$ cat config.mk
export PLATFORM = sky130hd
export DESIGN_NAME = dmem_access_ctrl_flat
export DESIGN_NICKNAME = d
export VERILOG_FILES = /design/src/rtl/dmem_pkg.sv /design/src/rtl/dmem_access_ctrl_if.sv /design/src/rtl/dmem_load_align.sv /design/src/rtl/dmem_access_ctrl.sv /design/src/flat_wrapper.sv
export SDC_FILE = /design/constraint.sdc
export NUM_CORES = 1
export LEC_CHECK = 0
export CAP_MARGIN = 30
export CORE_AREA = 2 2 129 131
export DETAILED_ROUTE_END_ITERATION = 6
export DIE_AREA = 0 0 131 133
export GPL_TIMING_DRIVEN = 0
export PLACE_DENSITY = 0.79
export SYNTH_ARGS = -nofsm -noshare
export SYNTH_HDL_FRONTEND = slang
export SYNTH_SLANG_ARGS = --single-unit
export TNS_END_PERCENT = 20
$ cat constraint.sdc
create_clock -name clk -period 2.2 [get_ports clk]
set_input_delay 0.22 -clock clk [delete_from_list [all_inputs] [get_ports clk]]
set_output_delay 0.22 -clock clk [all_outputs]
set_load 0.05 [all_outputs]
$ cat src/rtl/dmem_pkg.sv
// rtl/dmem_pkg.sv - shared types, size masks and lane helpers for the data-memory sequencer
package dmem_pkg;

  typedef enum logic [1:0] {IDLE, ACC0, ACC1, DONE} dmem_state_e;
  typedef enum logic [1:0] {SZ_B, SZ_H, SZ_W} dmem_size_e;

  localparam logic [3:0] MASK_B = 4'h1;
  localparam logic [3:0] MASK_H = 4'h3;
  localparam logic [3:0] MASK_W = 4'hF;

  function automatic logic [3:0] size_mask(dmem_size_e sz);
    case (sz)
      SZ_W:    return MASK_W;
      SZ_H:    return MASK_H;
      default: return MASK_B;
    endcase
  endfunction

  // [3:0] are the lanes of the first word, [7:4] the lanes spilling into the next word
  function automatic logic [7:0] be_mask(dmem_size_e sz, logic [1:0] off);
    return {4'h0, size_mask(sz)} << off;
  endfunction

  function automatic logic crosses(dmem_size_e sz, logic [1:0] off);
    return (sz == SZ_H && off == 2'd3) || (sz == SZ_W && off != 2'd0);
  endfunction

  function automatic logic [31:0] rotl_bytes(logic [31:0] w, logic [1:0] off);
    logic [63:0] dbl;
    dbl = {w, w} << {off, 3'b000};
    return dbl[63:32];
  endfunction

endpackage

$ cat src/rtl/dmem_access_ctrl_if.sv
// rtl/dmem_access_ctrl_if.sv - handshaked word-wide data memory port
interface dmem_access_ctrl_if #(parameter int WIDTH = 32);
  logic             bus_req;
  logic             bus_we;
  logic [WIDTH-1:0] bus_addr;
  logic [3:0]       bus_be;
  logic [WIDTH-1:0] bus_wdata;
  logic             bus_ready;
  logic [WIDTH-1:0] bus_rdata;

  modport master (
    output bus_req, bus_we, bus_addr, bus_be, bus_wdata,
    input  bus_ready, bus_rdata
  );

  modport slave (
    input  bus_req, bus_we, bus_addr, bus_be, bus_wdata,
    output bus_ready, bus_rdata
  );
endinterface

$ cat src/rtl/dmem_load_align.sv
// rtl/dmem_load_align.sv - merges captured words, rotates to lane 0, masks and extends load data
module dmem_load_align
  import dmem_pkg::*;
(
  input  logic [31:0] lo_word,
  input  logic [31:0] hi_word,
  input  logic [1:0]  offset,
  input  dmem_size_e  size,
  input  logic        zero_ext,
  output logic [31:0] data
);

  logic [63:0] both;
  logic [31:0] shifted;

  always_comb begin
    both    = {hi_word, lo_word} >> {offset, 3'b000};
    shifted = both[31:0];
    case (size)
      SZ_B:    data = {{24{~zero_ext & shifted[7]}}, shifted[7:0]};
      SZ_H:    data = {{16{~zero_ext & shifted[15]}}, shifted[15:0]};
      default: data = shifted;
    endcase
  end

endmodule

$ cat src/rtl/dmem_access_ctrl.sv
// rtl/dmem_access_ctrl.sv - load/store sequencer between core control and the data memory port
// DMEM_SPLIT_EN: split word-crossing accesses into two bus beats instead of flagging misalign_err
module dmem_access_ctrl
  import dmem_pkg::*;
#(
  parameter int WIDTH = 32
)
(
  input  logic             clk,
  input  logic             rst_n,
  input  logic             read_mem,
  input  logic             write_mem,
  input  logic             one_byte,
  input  logic             two_bytes,
  input  logic             four_byte,
  input  logic             load_unsigned,
  input  logic [WIDTH-1:0] addr,
  input  logic [WIDTH-1:0] wdata,
  output logic [WIDTH-1:0] load_data,
  output logic             stall,
  output logic             misalign_err,
  dmem_access_ctrl_if.master bus
);

  dmem_state_e      state_q, state_d;
  dmem_size_e       size_q, req_size;
  logic [1:0]       off_q, req_off;
  logic             uns_q, req_valid, req_cross;
  logic             req_q, we_q;
  logic [3:0]       be_q;
  logic [WIDTH-1:0] baddr_q, wd_q, w0_q, load_q, align_lo, align_out;
`ifdef DMEM_SPLIT_EN
  logic             cross_q;
  logic [3:0]       hi_be;
`else
  logic             err_q;
`endif

  assign req_valid = read_mem | write_mem;
  // one_byte is implied: with no wider strobe set the access is a byte
  assign req_size  = four_byte ? SZ_W : (two_bytes ? SZ_H : SZ_B);
  assign req_off   = addr[1:0];
  assign req_cross = crosses(req_size, req_off);

  always_ff @(posedge clk) begin
    if (!rst_n) state_q <= IDLE;
    else        state_q <= state_d;
  end

  always_comb begin
    state_d = state_q;
    case (state_q)
      IDLE: begin
        if (req_valid) begin
`ifdef DMEM_SPLIT_EN
          state_d = ACC0;
`else
          state_d = req_cross ? DONE : ACC0;
`endif
        end
      end
      ACC0: begin
        if (bus.bus_ready) begin
`ifdef DMEM_SPLIT_EN
          state_d = cross_q ? ACC1 : DONE;
`else
          state_d = DONE;
`endif
        end
      end
`ifdef DMEM_SPLIT_EN
      ACC1: if (bus.bus_ready) state_d = DONE;
`endif
      DONE:    state_d = IDLE;
      default: state_d = IDLE;
    endcase
  end

  assign stall = (state_q == IDLE && req_valid) || state_q == ACC0 || state_q == ACC1;

  // First word comes straight off the bus when it is also the last beat
  assign align_lo = (state_q == ACC0) ? bus.bus_rdata : w0_q;

  dmem_load_align u_align (
    .lo_word  (align_lo),
    .hi_word  (bus.bus_rdata),
    .offset   (off_q),
    .size     (size_q),
    .zero_ext (uns_q),
    .data     (align_out)
  );

`ifdef DMEM_SPLIT_EN
  assign hi_be = 4'(be_mask(size_q, off_q) >> 4);
`endif

  always_ff @(posedge clk) begin
    if (!rst_n) begin
      size_q  <= SZ_B;
      off_q   <= 2'd0;
      uns_q   <= 1'b0;
      req_q   <= 1'b0;
      we_q    <= 1'b0;
      be_q    <= 4'h0;
      baddr_q <= '0;
      wd_q    <= '0;
      w0_q    <= '0;
      load_q  <= '0;
`ifdef DMEM_SPLIT_EN
      cross_q <= 1'b0;
`else
      err_q   <= 1'b0;
`endif
    end else begin
      case (state_q)
        IDLE: begin
          if (req_valid) begin
            size_q  <= req_size;
            off_q   <= req_off;
            uns_q   <= load_unsigned;
            we_q    <= write_mem;
            baddr_q <= {addr[WIDTH-1:2], 2'b00};
            be_q    <= 4'(be_mask(req_size, req_off));
            wd_q    <= rotl_bytes(wdata, req_off);
`ifdef DMEM_SPLIT_EN
            cross_q <= req_cross;
            req_q   <= 1'b1;
`else
            if (req_cross) begin
              err_q  <= 1'b1;
              load_q <= '0;
            end else begin
              req_q  <= 1'b1;
            end
`endif
          end
        end
        ACC0: begin
          if (bus.bus_ready) begin
            w0_q <= bus.bus_rdata;
`ifdef DMEM_SPLIT_EN
            if (cross_q) begin
              baddr_q <= baddr_q + WIDTH'(4);
              be_q    <= hi_be;
            end else begin
              req_q <= 1'b0;
              if (!we_q) load_q <= align_out;
            end
`else
            req_q <= 1'b0;
            if (!we_q) load_q <= align_out;
`endif
          end
        end
`ifdef DMEM_SPLIT_EN
        ACC1: begin
          if (bus.bus_ready) begin
            req_q <= 1'b0;
            if (!we_q) load_q <= align_out;
          end
        end
`endif
        DONE: begin
`ifndef DMEM_SPLIT_EN
          err_q <= 1'b0;
`endif
        end
        default: ;
      endcase
    end
  end

  assign load_data     = load_q;
  assign bus.bus_req   = req_q;
  assign bus.bus_we    = we_q;
  assign bus.bus_addr  = baddr_q;
  assign bus.bus_be    = be_q;
  assign bus.bus_wdata = wd_q;
`ifdef DMEM_SPLIT_EN
  assign misalign_err  = 1'b0;
`else
  assign misalign_err  = err_q;
`endif

endmodule

$ cat src/flat_wrapper.sv
// flat-port wrapper written by rule: the top's interface ports become plain ports
module dmem_access_ctrl_flat import dmem_pkg::*;
#(
  parameter int WIDTH = 32
)
  (clk, rst_n, read_mem, write_mem, one_byte, two_bytes, four_byte, load_unsigned, addr, wdata, load_data, stall, misalign_err, bus_bus_req, bus_bus_we, bus_bus_addr, bus_bus_be, bus_bus_wdata, bus_bus_ready, bus_bus_rdata);
  dmem_access_ctrl_if #(.WIDTH(WIDTH)) bus_i ();
  input  logic clk;
  input  logic rst_n;
  input  logic read_mem;
  input  logic write_mem;
  input  logic one_byte;
  input  logic two_bytes;
  input  logic four_byte;
  input  logic load_unsigned;
  input  logic [WIDTH-1:0] addr;
  input  logic [WIDTH-1:0] wdata;
  output logic [WIDTH-1:0] load_data;
  output logic stall;
  output logic misalign_err;
  output wire logic [$bits(bus_i.bus_req)-1:0] bus_bus_req;
  output wire logic [$bits(bus_i.bus_we)-1:0] bus_bus_we;
  output wire logic [$bits(bus_i.bus_addr)-1:0] bus_bus_addr;
  output wire logic [$bits(bus_i.bus_be)-1:0] bus_bus_be;
  output wire logic [$bits(bus_i.bus_wdata)-1:0] bus_bus_wdata;
  input wire logic [$bits(bus_i.bus_ready)-1:0] bus_bus_ready;
  input wire logic [$bits(bus_i.bus_rdata)-1:0] bus_bus_rdata;
  assign bus_bus_req = bus_i.bus_req;
  assign bus_bus_we = bus_i.bus_we;
  assign bus_bus_addr = bus_i.bus_addr;
  assign bus_bus_be = bus_i.bus_be;
  assign bus_bus_wdata = bus_i.bus_wdata;
  assign bus_i.bus_ready = bus_bus_ready;
  assign bus_i.bus_rdata = bus_bus_rdata;
  dmem_access_ctrl #(.WIDTH(WIDTH)) u_core (.clk(clk), .rst_n(rst_n), .read_mem(read_mem), .write_mem(write_mem), .one_byte(one_byte), .two_bytes(two_bytes), .four_byte(four_byte), .load_unsigned(load_unsigned), .addr(addr), .wdata(wdata), .load_data(load_data), .stall(stall), .misalign_err(misalign_err), .bus(bus_i));
endmodule
==> results.ini <==
[status]
status=finished, violations left
violations=negative setup slack

[drt]
ant_nets=0
drt-initial-drc-count=615
remaining_drc_errors=0
post_drt_via_cell_ratio=5.63
route.vias.total=7043
wl_um=23600
firstDrtPassIters=5
routedWlPerCell_um=18.9

[critical_path]
cp_max_fo=5
worstSetupStartpointType=register
timing.rr.end=u_core.load_data[19]$_SDFFE_PN0P_
critPathCaptureType=register
crit_type=register to register
required_ps=2510
r2r_slack_ps=-20
crit_arrival_ps=2540
r2r_cells=8
reg2reg_from=u_core.state_q[1]$_SDFFE_PN0N_

[power]
pwr_density_cell_mw_per_mm2=1070
p_clk_share_pct=26.4
seq_power_share_pct=28.3
p_int_uw=6170
power_uw=10600
combPwrFrac_pct=45.3
p_leak_uw=0.00354
swShare_pct=42.0
ir_worst_vdd_v=0.000647
p_sw_uw=4470

[sta]
slew_headroom_pct=58.3
fmax_mhz=450
finalMaxSlewViolations=0
fin_skew_ps=9.46
hold_viol_final=0
tightestPinTransition_ps=625
min_period_ps=2220
rsz0062_at_grt=yes
finalCritPeriodShare_pct=101
tns_ps=-34.4
timing.final.ws_setup_ps=-23.9
setup_viol=7

[synth]
async_flop_share_pct=0
yosysSeqAreaShare_pct=39.3
synthFlopType=dfxtp_1
ys.warnings.count=0
syn_inst=787
syn_area_mm2=0.00677
synth_edf_count=0
avgSynthCellArea_um2=8.60
synth_cell_types=52
ys_ff_latch=133

[finish]
area_delta_synth_final_pct=46.7
num_antenna_cells=0
multi_input_area_mm2=0.00391
finalInstanceArea_mm2=0.00994
drive_gt1_share_pct=12.7
fill_cells=1366
nets=1127
register_area_mm2=0.00267

[grt]
grt_max_degree=17
antenna_found_initial=0
grt.total_usage_pct=26.4
grt_pass1_vias=6659
grt_overflow_total=0
grt_pass1_wl_um=35300

[floorplan]
die_h_um=133
rows=47
ios=209
coreArea_mm2=0.0162
initial_utilization_pct=41.9
die-area_mm2=0.0174
die_w_um=131

[place]
place_area_mm2=0.00910
dp_hpwl_um=17400
port_buffers=205
gp_congestion=0.933
place_ws_ps=-481

[worst_hold_path]
whs_path_depth=3
min-delay-start=addr[9]
hold_path_end=u_core.bus.bus_addr[9]$_SDFFE_PN0P_
hp-class=primary input to register

[clocking]
clk_root_buffer_cell=clkbuf_16
clk_latency_ps=420
cts_max_path_buffers=2
clk_pin_slew_ps=70
ctsHoldBuffers=0
cts_tree=yes
cts-htree-levels=4
numCtsBuffers=17
clkSinkCount=133

[job]
maxCapViolCount=0

[how the worst max path moves through the flow]
| stage | from | cells after the start | endpoint | slack [ps] |
|---|---|---|---|---|
| after floorplan | u_core.state_q[1]$_SDFFE_PN0N_ | 8 | u_core.load_data[24]$_SDFFE_PN0P_ | 60 |
| after global placement | write_mem | 5 | stall | -450 |
| after detailed placement | u_core.state_q[0]$_SDFFE_PN0N_ | 7 | stall | -480 |
| after CTS | u_core.state_q[1]$_SDFFE_PN0N_ | 9 | u_core.load_data[19]$_SDFFE_PN0P_ | 20 |
| after global routing | u_core.state_q[1]$_SDFFE_PN0N_ | 9 | u_core.load_data[15]$_SDFFE_PN0P_ | -80 |
| final | u_core.state_q[1]$_SDFFE_PN0N_ | 8 | u_core.load_data[19]$_SDFFE_PN0P_ | -20 |
[cell usage after synthesis (2+ instances only)]
library cell    n  area share [%]
nand2_1       214              12
dfxtp_1       133              39
a21oi_1       117             8.6
clkbuf_1       43             2.4
mux4_2         37              12
nor2_1         31             1.7
mux2i_1        30             4.4
nor2b_1        18             1.7
o21ai_0        17             1.3
a22o_1         16             2.1
buf_2          16             1.2
nand2b_1       11             1.0
a22oi_1        10             1.1
a311oi_1       10             1.3
a211oi_1        9             1.0
a21o_1          7            0.78
nand3_1         6            0.44
buf_1           5            0.28
ha_1            4            0.74
nor3_1          4            0.30
o211ai_1        4            0.44
o311ai_0        4            0.52
buf_4           3            0.33
buf_6           3            0.50
inv_1           3            0.17
mux2_1          3            0.50
o2111ai_1       3            0.39
mux2_2          2            0.33
[logic make-up (layout without fill, tap and decap cells)]
| kind of cell | after synthesis | after routing | share of synthesized area, % |
|---|---|---|---|
| AND/OR/NAND/NOR | 296 | 296 | 18.4 |
| multiplexers | 72 | 72 | 17.6 |
| flip-flops | 133 | 133 | 39.3 |
| buffers and inverters | 75 | 318 | 4.97 |
| AO/OA/AOI/OAI | 206 | 206 | 19.0 |
| adder cells (fa/ha/maj) | 4 | 4 | 0.739 |
| other | 1 | 2 | 0.0554 |
[timing repair]
action                                  CTS  global route
endpoints found under the setup margin   71            69
resized for setup                        29            25
pin swaps                                 4             7
buffers inserted                          3             4
gates cloned                              0             1
[registers in the layout, summed over array words and instances (netlist names)]
name	count
u_core.misalign_err	1
u_core.load_data	32
u_core.bus.bus_be	4
u_core.bus.bus_req	1
u_core.bus.bus_wdata	32
u_core.size_q	2
u_core.uns_q	1
u_core.state_q	2
u_core.bus.bus_addr	30
u_core.w0_q	25
u_core.bus.bus_we	1
u_core.off_q	2
[metrics by stage]
stage | hold WS, ps | std cells | utilization (%)
3_5_place_dp | 444 | 1213 | 56.3
5_1_grt | 341 | 1251 | 61.4
6_report | 340 | 1251 | 61.4
3_3_place_gp | 437 | 1213 | 56.3
2_1_floorplan | 356 | 788 | -
4_1_cts | 331 | 1246 | 60.3
[power groups by stage]
stage          logic [µW]  registers (µW)  clock network (µW)
2_1_floorplan        1980            4000                   0
3_3_place_gp         4410            3020                   0
3_5_place_dp         4450            3030                   0
4_1_cts              4540            3000                2820
5_1_grt              5090            3050                2940
6_report             4820            3020                2810
[cells in the final DEF, fill, tap and decap left out, types with 3 or more instances in the layout]
| master | instances |
|---|---|
| clkdlybuf4s50_1 | 204 |
| buf_6 | 5 |
| nor2_1 | 30 |
| mux2i_2 | 4 |
| a21oi_1 | 116 |
| nor2b_1 | 18 |
| a211oi_1 | 9 |
| clkbuf_16 | 18 |
| nand2b_1 | 11 |
| nand3_1 | 6 |
| a22oi_1 | 10 |
| nor3_1 | 4 |
| o21ai_0 | 17 |
| o311ai_0 | 3 |
| buf_1 | 5 |
| o2111ai_1 | 3 |
| clkbuf_2 | 4 |
| dfxtp_1 | 131 |
| a21o_1 | 7 |
| o211ai_1 | 4 |
| clkbuf_1 | 39 |
| mux4_2 | 37 |
| a311oi_1 | 10 |
| a22o_1 | 16 |
| inv_6 | 6 |
| mux2i_1 | 23 |
| mux2_1 | 3 |
| buf_4 | 11 |
| mux2i_4 | 3 |
| nand2_1 | 213 |
| buf_2 | 12 |
[per-layer routing]
| layer | wire length (µm) | vias to the layer above | global-route usage (%) |
|---|---|---|---|
| met4 | 1070 | 0 | 11.9 |
| li1 | - | 3244 | - |
| met3 | 2380 | 81 | 8.05 |
| met2 | 11200 | 418 | 43.0 |
| met1 | 8910 | 3300 | 31.8 |
| met5 | 0 | - | 0 |
[area by class of cell]
| class | instances | area share, % |
|---|---|---|
| plain buffers | 69 | 3.53 |
| clock buffers | 19 | 4.46 |
| clock inverters | 13 | 1.39 |
| inverters | 4 | 0.176 |
| multi-input cells | 580 | 39.4 |
| flip-flops and latches | 133 | 26.9 |
| well taps | 220 | 2.77 |
| repair buffers | 213 | 21.4 |
[critical path, cell delays in order, from the launching register on]
cell and delay (ps):
dfxtp_4 360, inv_4 70, ha_4 220, mux2_4 360, o22a_1 240, and4_4 180, o311a_4 340, buf_4 150
a22o_1 190
(Power assumes the default switching activity.)
